===== src/rtl/hyperbus_trx_sched.sv =====
// hyperbus_trx_sched: round-robin scheduler between one read and one write
// request channel, issuing one HyperBus PHY transaction at a time and
// holding CS# high for a programmable recovery time after each one.
// Optional feature macro: HYPERBUS_BURST_SPLIT_EN. When it is defined, long
// requests are cut into chunks of at most MaxBurst words. When it is not
// defined, every request goes out as a single chunk.
module hyperbus_trx_sched #(
    parameter int NumChips  = 2,
    parameter int AddrWidth = 32,
    parameter int LenWidth  = 16,
    parameter int MaxBurst  = 64,
    localparam int CsW      = (NumChips > 1) ? $clog2(NumChips) : 1
) (
    input  logic                 clk_i,
    input  logic                 rst_i,
    input  logic                 rd_valid_i,
    output logic                 rd_ready_o,
    input  logic [AddrWidth-1:0] rd_addr_i,
    input  logic [LenWidth-1:0]  rd_len_i,
    input  logic [CsW-1:0]       rd_cs_i,
    input  logic                 wr_valid_i,
    output logic                 wr_ready_o,
    input  logic [AddrWidth-1:0] wr_addr_i,
    input  logic [LenWidth-1:0]  wr_len_i,
    input  logic [CsW-1:0]       wr_cs_i,
    output logic                 trx_valid_o,
    input  logic                 trx_ready_i,
    output logic                 trx_write_o,
    output logic [AddrWidth-1:0] trx_addr_o,
    output logic [LenWidth-1:0]  trx_len_o,
    output logic [NumChips-1:0]  trx_cs_o,
    output logic                 trx_last_o,
    input  logic                 phy_done_i,
    input  logic [7:0]           cfg_rwr_i,
    output logic                 busy_o
);

    localparam int RemW = LenWidth + 1;

    if (MaxBurst < 1) begin : g_maxburst_check
        $error("hyperbus_trx_sched: MaxBurst must be at least 1");
    end

    typedef enum logic [1:0] {IDLE, ISSUE, WAIT_DONE, RECOVER} state_t;

    state_t                state_q, state_d;
    logic                  ptr_wr_q;
    logic [7:0]            rwr_cnt_q;
    logic                  in_idle;
    logic                  grant_rd, grant_wr, grant_any;
    logic                  handshake;
    logic                  more_left;
    logic [AddrWidth-1:0]  req_addr;
    logic [LenWidth-1:0]   req_len;
    logic [CsW-1:0]        req_cs;
    logic [AddrWidth-1:0]  src_addr;
    logic [LenWidth-1:0]   chunk_len;
    logic                  chunk_last;

    // The grant is combinational so a request is accepted in the cycle it is
    // seen in IDLE. When both channels request, ptr_wr_q picks the one that
    // lost last time.
    assign in_idle    = (state_q == IDLE) && !rst_i;
    assign grant_rd   = in_idle && rd_valid_i && (!wr_valid_i || !ptr_wr_q);
    assign grant_wr   = in_idle && wr_valid_i && (!rd_valid_i || ptr_wr_q);
    assign grant_any  = grant_rd || grant_wr;
    assign rd_ready_o = grant_rd;
    assign wr_ready_o = grant_wr;
    assign handshake  = trx_valid_o && trx_ready_i;

    assign req_addr = grant_wr ? wr_addr_i : rd_addr_i;
    assign req_len  = grant_wr ? wr_len_i  : rd_len_i;
    assign req_cs   = grant_wr ? wr_cs_i   : rd_cs_i;

`ifdef HYPERBUS_BURST_SPLIT_EN
    localparam logic [RemW-1:0] MaxBurstW = RemW'(MaxBurst);

    logic [AddrWidth-1:0] addr_q;
    logic [RemW-1:0]      rem_q;
    logic [RemW-1:0]      src_rem;
    logic [RemW-1:0]      chunk_words;
    logic [RemW-1:0]      hs_words;

    // A fresh request starts from the requester's payload. A follow-on chunk
    // starts from the address and word count left over by the previous chunk.
    assign src_addr    = (state_q == IDLE) ? req_addr : addr_q;
    assign src_rem     = (state_q == IDLE) ? ({1'b0, req_len} + RemW'(1)) : rem_q;
    assign chunk_words = (src_rem > MaxBurstW) ? MaxBurstW : src_rem;
    assign chunk_len   = LenWidth'(chunk_words - RemW'(1));
    assign chunk_last  = (src_rem <= MaxBurstW);
    assign hs_words    = {1'b0, trx_len_o} + RemW'(1);
    assign more_left   = (rem_q != '0);

    // Track the address and word count still owed to the parent request.
    always_ff @(posedge clk_i or posedge rst_i) begin
        if (rst_i) begin
            addr_q <= '0;
            rem_q  <= '0;
        end else if (grant_any) begin
            addr_q <= req_addr;
            rem_q  <= {1'b0, req_len} + RemW'(1);
        end else if (handshake) begin
            addr_q <= addr_q + AddrWidth'(hs_words);
            rem_q  <= rem_q - hs_words;
        end
    end
`else
    assign src_addr   = req_addr;
    assign chunk_len  = req_len;
    assign chunk_last = 1'b1;
    assign more_left  = 1'b0;
`endif

    // State register plus round-robin pointer (reset favours read).
    always_ff @(posedge clk_i or posedge rst_i) begin
        if (rst_i) begin
            state_q  <= IDLE;
            ptr_wr_q <= 1'b0;
        end else begin
            state_q <= state_d;
            if (grant_rd) begin
                ptr_wr_q <= 1'b1;
            end else if (grant_wr) begin
                ptr_wr_q <= 1'b0;
            end
        end
    end

    // Next-state logic: issue, wait for the PHY, then recover before the next chunk.
    always_comb begin
        state_d = state_q;
        case (state_q)
            IDLE: begin
                if (grant_any) begin
                    state_d = ISSUE;
                end
            end
            ISSUE: begin
                if (handshake) begin
                    state_d = WAIT_DONE;
                end
            end
            WAIT_DONE: begin
                if (phy_done_i) begin
                    if (cfg_rwr_i != 8'd0) begin
                        state_d = RECOVER;
                    end else begin
                        state_d = more_left ? ISSUE : IDLE;
                    end
                end
            end
            RECOVER: begin
                if (rwr_cnt_q <= 8'd1) begin
                    state_d = more_left ? ISSUE : IDLE;
                end
            end
            default: state_d = IDLE;
        endcase
    end

    // Recovery counter: cfg_rwr_i is sampled only when the PHY reports done.
    always_ff @(posedge clk_i or posedge rst_i) begin
        if (rst_i) begin
            rwr_cnt_q <= 8'd0;
        end else if ((state_q == WAIT_DONE) && phy_done_i) begin
            rwr_cnt_q <= cfg_rwr_i;
        end else if (state_q == RECOVER) begin
            rwr_cnt_q <= rwr_cnt_q - 8'd1;
        end
    end

    // Registered PHY-side outputs. The payload is loaded only on entry to
    // ISSUE, so it stays frozen while the PHY stalls.
    always_ff @(posedge clk_i or posedge rst_i) begin
        if (rst_i) begin
            trx_valid_o <= 1'b0;
            trx_write_o <= 1'b0;
            trx_addr_o  <= '0;
            trx_len_o   <= '0;
            trx_cs_o    <= '0;
            trx_last_o  <= 1'b0;
            busy_o      <= 1'b0;
        end else begin
            trx_valid_o <= (state_d == ISSUE);
            busy_o      <= (state_d != IDLE);
            if (grant_any) begin
                trx_write_o <= grant_wr;
                trx_cs_o    <= NumChips'(1) << req_cs;
            end
            if ((state_d == ISSUE) && (state_q != ISSUE)) begin
                trx_addr_o <= src_addr;
                trx_len_o  <= chunk_len;
                trx_last_o <= chunk_last;
            end
        end
    end

endmodule


===== config.mk =====
export PLATFORM = sky130hd
export DESIGN_NAME = hyperbus_trx_sched
export DESIGN_NICKNAME = d
export VERILOG_FILES = /design/src/rtl/hyperbus_trx_sched.sv
export SDC_FILE = /design/constraint.sdc
export NUM_CORES = 1
export LEC_CHECK = 0
export ABC_AREA = 1
export CORE_UTILIZATION = 43
export DETAILED_ROUTE_END_ITERATION = 10
export MAX_ROUTING_LAYER = met4
export PLACE_DENSITY = 0.91
export RECOVER_POWER = 100
export SETUP_SLACK_MARGIN = 0.05
export SLEW_MARGIN = 20
export SYNTH_ARGS = -nofsm -noshare
export SYNTH_HDL_FRONTEND = slang
export SYNTH_SLANG_ARGS = --single-unit

===== constraint.sdc =====
create_clock -name clk_i -period 6.9 [get_ports clk_i]
set_input_delay 1.38 -clock clk_i [delete_from_list [all_inputs] [get_ports clk_i]]
set_output_delay 1.38 -clock clk_i [all_outputs]
set_load 0.05 [all_outputs]

; Word level (Yosys, flattened, before mapping)
; Index checks and enable logic that the tools add are counted.
[op_classes]
addsub = 1
order_cmp = 1
n_eq_ne = 5
shift = 1
muxes = 13
n_reduce_logical = 20
[op_table]
columns = cell, count
row1 = 2-to-1 mux 32 bit, 1
row2 = 2-to-1 mux 16 bit, 1
row3 = 2-to-1 mux 8 bit, 2
row4 = 2-to-1 mux 2 bit, 5
row5 = "<= comparator 8 x 1 -> 1 bit, second input constant", 1
row6 = logical AND 1 bit, 8
row7 = case mux 2 bit (4 select lines), 1
row8 = nonzero test 8 bit, 1
row9 = "subtractor 8 x 1 -> 8 bit, second input constant", 1
row10 = nonzero test 2 bit, 3
row11 = "equality test 2 x 1 -> 1 bit, second input constant", 2
row12 = "equality test 2 bit, second input constant", 2
row13 = zero test 1 bit, 4
row14 = logical OR 1 bit, 3
row15 = 2-to-1 mux 1 bit, 3
row16 = zero test 2 bit, 1
row17 = "inequality test 2 x 1 -> 1 bit, second input constant", 1
row18 = "left shift 1 x 1 -> 2 bit, first input constant", 1
[totals]
regBits = 65
inputBits = 112
out_inout_bits = 56
wordCells = 51

; Logic depth before layout (Yosys ltp)
[depth]
word_depth = 9
depth_mapped = 10
ltp_nobuf = 9

; Worst setup path before layout
; OpenSTA, ideal clock, no wires.
[synth_timing]
path_type = input to output
startpoint = input port rst_i
endpoint = output port rd_ready_o
t_arrival_ns = 3.478
t_required_ns = 5.520
path_slack_ns = 2.042
cell_stages = 3
n_path_buf = 0
path_cell_list = inv_1 > nand2_2 > nor2_2
[synth_between]
elab_chain_len = 4
[synth_rtl]
columns = item, line_no
row1 = from (decl), 15  ; input logic rst_i,
row2 = zero test 1 bit (no line), --
row3 = logical AND 1 bit, 63  ; assign in_idle = (state_q == IDLE) && !rst_i;
row4 = logical AND 1 bit (2 in series), 64  ; assign grant_rd = in_idle && rd_valid_i && (!wr_valid_i || !ptr_wr_q);
row5 = to (decl), 17  ; output logic rd_ready_o,
; No other way between the ends.

; Final worst setup path
[layout_timing]
startpoint = input port rst_i
endpoint = register trx_cs_o[0]
[layout_between]
elab_chain_len = 6
elab_cells_between_ends = 9
classes_between = shift: 1 / mux: 1 / reduce/logical: 7
[layout_rtl]
columns = item, line_no
row1 = zero test 1 bit (no line) (*), --
row2 = logical AND 1 bit (*), 63
row3 = logical AND 1 bit (2 in series), 65  ; assign grant_wr = in_idle && wr_valid_i && (!rd_valid_i || ptr_wr_q);
row4 = 2-to-1 mux 1 bit, 73  ; assign req_cs = grant_wr ? wr_cs_i : rd_cs_i;
row5 = left shift 1 x 1 -> 2 bit, 188  ; trx_cs_o <= NumChips'(1) << req_cs;
row6 = to (signal assigned), 188
row7 = to (decl), 31  ; output logic [NumChips-1:0] trx_cs_o,
; Mark *: on every way between the ends. The rest lies on a longest branch, timed or not.
; A chain may end at the register's enable or synchronous reset.

==> qor.txt <==
CTS buffer count: 9
Placed Cells: 692
Tmin final: 5.26 ns
RSZ-0062 raised after global routing: false
commonest non-fill, non-tap cell in the layout: nand2_1
gr usage total: 23.1%
post-synth cell types: 28
# clock sinks: 65
initial antenna violation count: 0
Synth Register Bits: 65
number of diodes: 0
RePlAce Congestion: 0.825
DIE HEIGHT: 89.5 um
R2R setup slack: 2.76 ns
hold path depth: 2
Starting Density: 45.0%
Max Root-Sink Buffers: 2
first-pass iteration count of the detailed router: 4
ys flop type: dfrtp_1
Clock Latency Late Sink: 0.32 ns
beginning of the worst hold path: trx_write_o
Synth async-reset ratio: 100%
# H-tree levels: 3
Multi-input gate area: 0.00131 mm^2
nets: 718
TritonCTS clock tree: yes
hold-fix buffers at CTS: 0
count of warnings emitted by yosys: 0
area growth from synthesis to layout: 58.6%
post-route ant nets: 0
Least-Margin Pin Slew: 3.34 ns
Filler Cell Count: 563
die width: 89.5 um
Worst Clk Skew: 0.0113 ns
drt drc: 0
share of the synthesized area in the top cell type: 49.4%
Reg clk slew, reported paths: 0.08 ns
vias in the first global route: 3,171
sequential fraction of the synthesis area: 49.4%
Lkg Pwr: 2.75 nW
Finished Layout Cells: 708
num ports: 168
Synth Net Count: 558
routed vias/inst: 4.70
CP arrival: 5.38 ns
Row Count: 31
via count: 3,325
Setup Fix Bufs, Post-CTS: 0
Syn Area/Cell: 7.42 um^2
Worst Setup Path Type: input pin to flop
remaining global-route overflow: 0
largest net degree at the start of global routing: 101
final wirelength: 8630 um
Initial DRC Count: 98
Core ar.: 0.00733 mm^2
Root Driver: clkbuf_8
cell area after synthesis: 0.00330 mm^2
f_max: 190 MHz
Resized cells post-CTS: 0
CP max stage cell: clkbuf_1
top cells by area, synth: dfrtp_1 49%, nand2_1 16%, o21ai_0 14%, inv_1 7.5%, nor2_1 2.3%
worst rel slew slack: -123%
CP Max Fanout: 100
count of final max-slew check failures: 118
Synth Instances: 444
area of placed instances: 0.00501 mm^2
Worst Setup End Kind: flop
failing checks: max-capacitance violations, max-slew violations
Startpoint Class: input pin
Hold Crit Class: flop to flop
setup TNS: 0 ns
wire per inst: 12.2 um
Design Area, Final: 0.00523 mm^2
final hold violation count: 0
PortBufs: 167
register area: 0.00163 mm^2
Peak VDD IR: 0.106 mV
cells on worst reg2reg path: 8
CP cell instances: dlygate4sd3_1 -> inv_1 -> nand2_1 -> inv_1 -> nand2_4 -> inv_1 -> nor2_4 -> clkbuf_1 -> o21ai_0
die footprint: 0.00802 mm^2
post-detail-place hpwl: 6590 um
Required @ worst endpoint: 7.02 ns
Min-Delay Endpoint: trx_write_o
Max stage delay on crit path: 1.34 ns
status: finished, violations left
number of synthesized flops with an enable pin: 0
Reg-to-Reg Start: state_q[0]
P per Cell Area: 159 mW/mm^2
reg-to-reg endpoint: trx_cs_o[0]
cell taking the most area after synthesis: dfrtp_1
first-pass GRT wire length: 13,600 um
Most Frequent Cell on Critical Path: inv_1
# setup viols final: 0
most frequent cells in the layout: 141 x nand2_1, 108 x clkdlybuf4s50_1, 102 x o21ai_0
share of layout cells above drive strength 1: 3.45%
Tcrit/Tclk final: 76.2%
MaxCap Viol Count: 2
[final cells by class]
| type | instances | area share, % |
|---|---|---|
| clock buffers | 10 | 2.63 |
| well taps | 99 | 2.37 |
| inverters | 69 | 4.96 |
| clock inverters | 6 | 1.75 |
| repair buffers | 169 | 32.1 |
| multi-input cells | 290 | 25.0 |
| flip-flops and latches | 65 | 31.1 |
[Yosys cell counts (3+ instances only)]
cell type and n:
nand2_1 140, o21ai_0 94, inv_1 66, dfrtp_1 65, nor2_1 20, buf_2 10
o21ai_1 10, clkbuf_1 8, nand3_1 6, inv_2 3
[worst max-delay path by stage]
stage	start	to
after floorplan	rst_i	rd_ready_o
after global placement	wr_valid_i	wr_ready_o
after detailed placement	wr_valid_i	wr_ready_o
after CTS	wr_valid_i	wr_ready_o
after global routing	rst_i	trx_len_o[1]
final	rst_i	trx_cs_o[0]
[metal layers]
metal	share of wire, %	routed length [um]	vias to the layer above	track usage (%)
li1	-	-	1707	-
met1	40	3470	1504	24.5
met2	53	4620	102	42.4
met3	4.7	410	12	4.25
met4	1.6	138	0	8.95
met5	0	0	-	-
[power breakdown]
| group | total [mW] | switching (mW) | internal (mW) |
|---|---|---|---|
| clock network | 0.359 | 0.145 | 0.214 |
| logic | 0.0892 | 0.0268 | 0.0624 |
| registers | 0.381 | 0 | 0.381 |
| total | 0.829 | 0.172 | 0.657 |
[per-stage QoR]
stage	utilization [%]	total power [mW]	setup WS (ns)	hold slack, ns
after floorplan	-	0.411	2.04	0.464
after global placement	68.3	0.477	1.88	0.449
after detailed placement	68.3	0.479	1.83	0.472
after CTS	71.4	0.839	1.82	0.490
after global routing	71.3	0.864	1.07	0.514
final	71.3	0.829	1.64	0.481
[worst max-delay path: cells and delay by family]
kind            cells  cell delay [ns]
buf+inv             5             2.25
simple gates        3             1.39
compound gates      1             0.31
[sequential cells by signal, summed over array words and instances, names as in the netlist]
| signal | flops |
|---|---|
| trx_len_o | 16 |
| trx_write_o | 1 |
| rwr_cnt_q | 8 |
| state_q | 2 |
| trx_addr_o | 32 |
| trx_last_o | 1 |
| busy_o | 1 |
| ptr_wr_q | 1 |
| trx_valid_o | 1 |
| trx_cs_o | 2 |
[cell families (layout without fill, tap and decap cells)]
| kind of cell | Yosys count | count (layout) | synth area share [%] |
|---|---|---|---|
| compound gates | 113 | 113 | 17.8 |
| xor+xnor | 1 | 1 | 0.266 |
| fa+ha+maj | 2 | 2 | 0.759 |
| buf+inv | 89 | 254 | 10.9 |
| flops | 65 | 65 | 49.4 |
| simple gates | 174 | 174 | 20.9 |
Power figures use the tool's default switching activity.
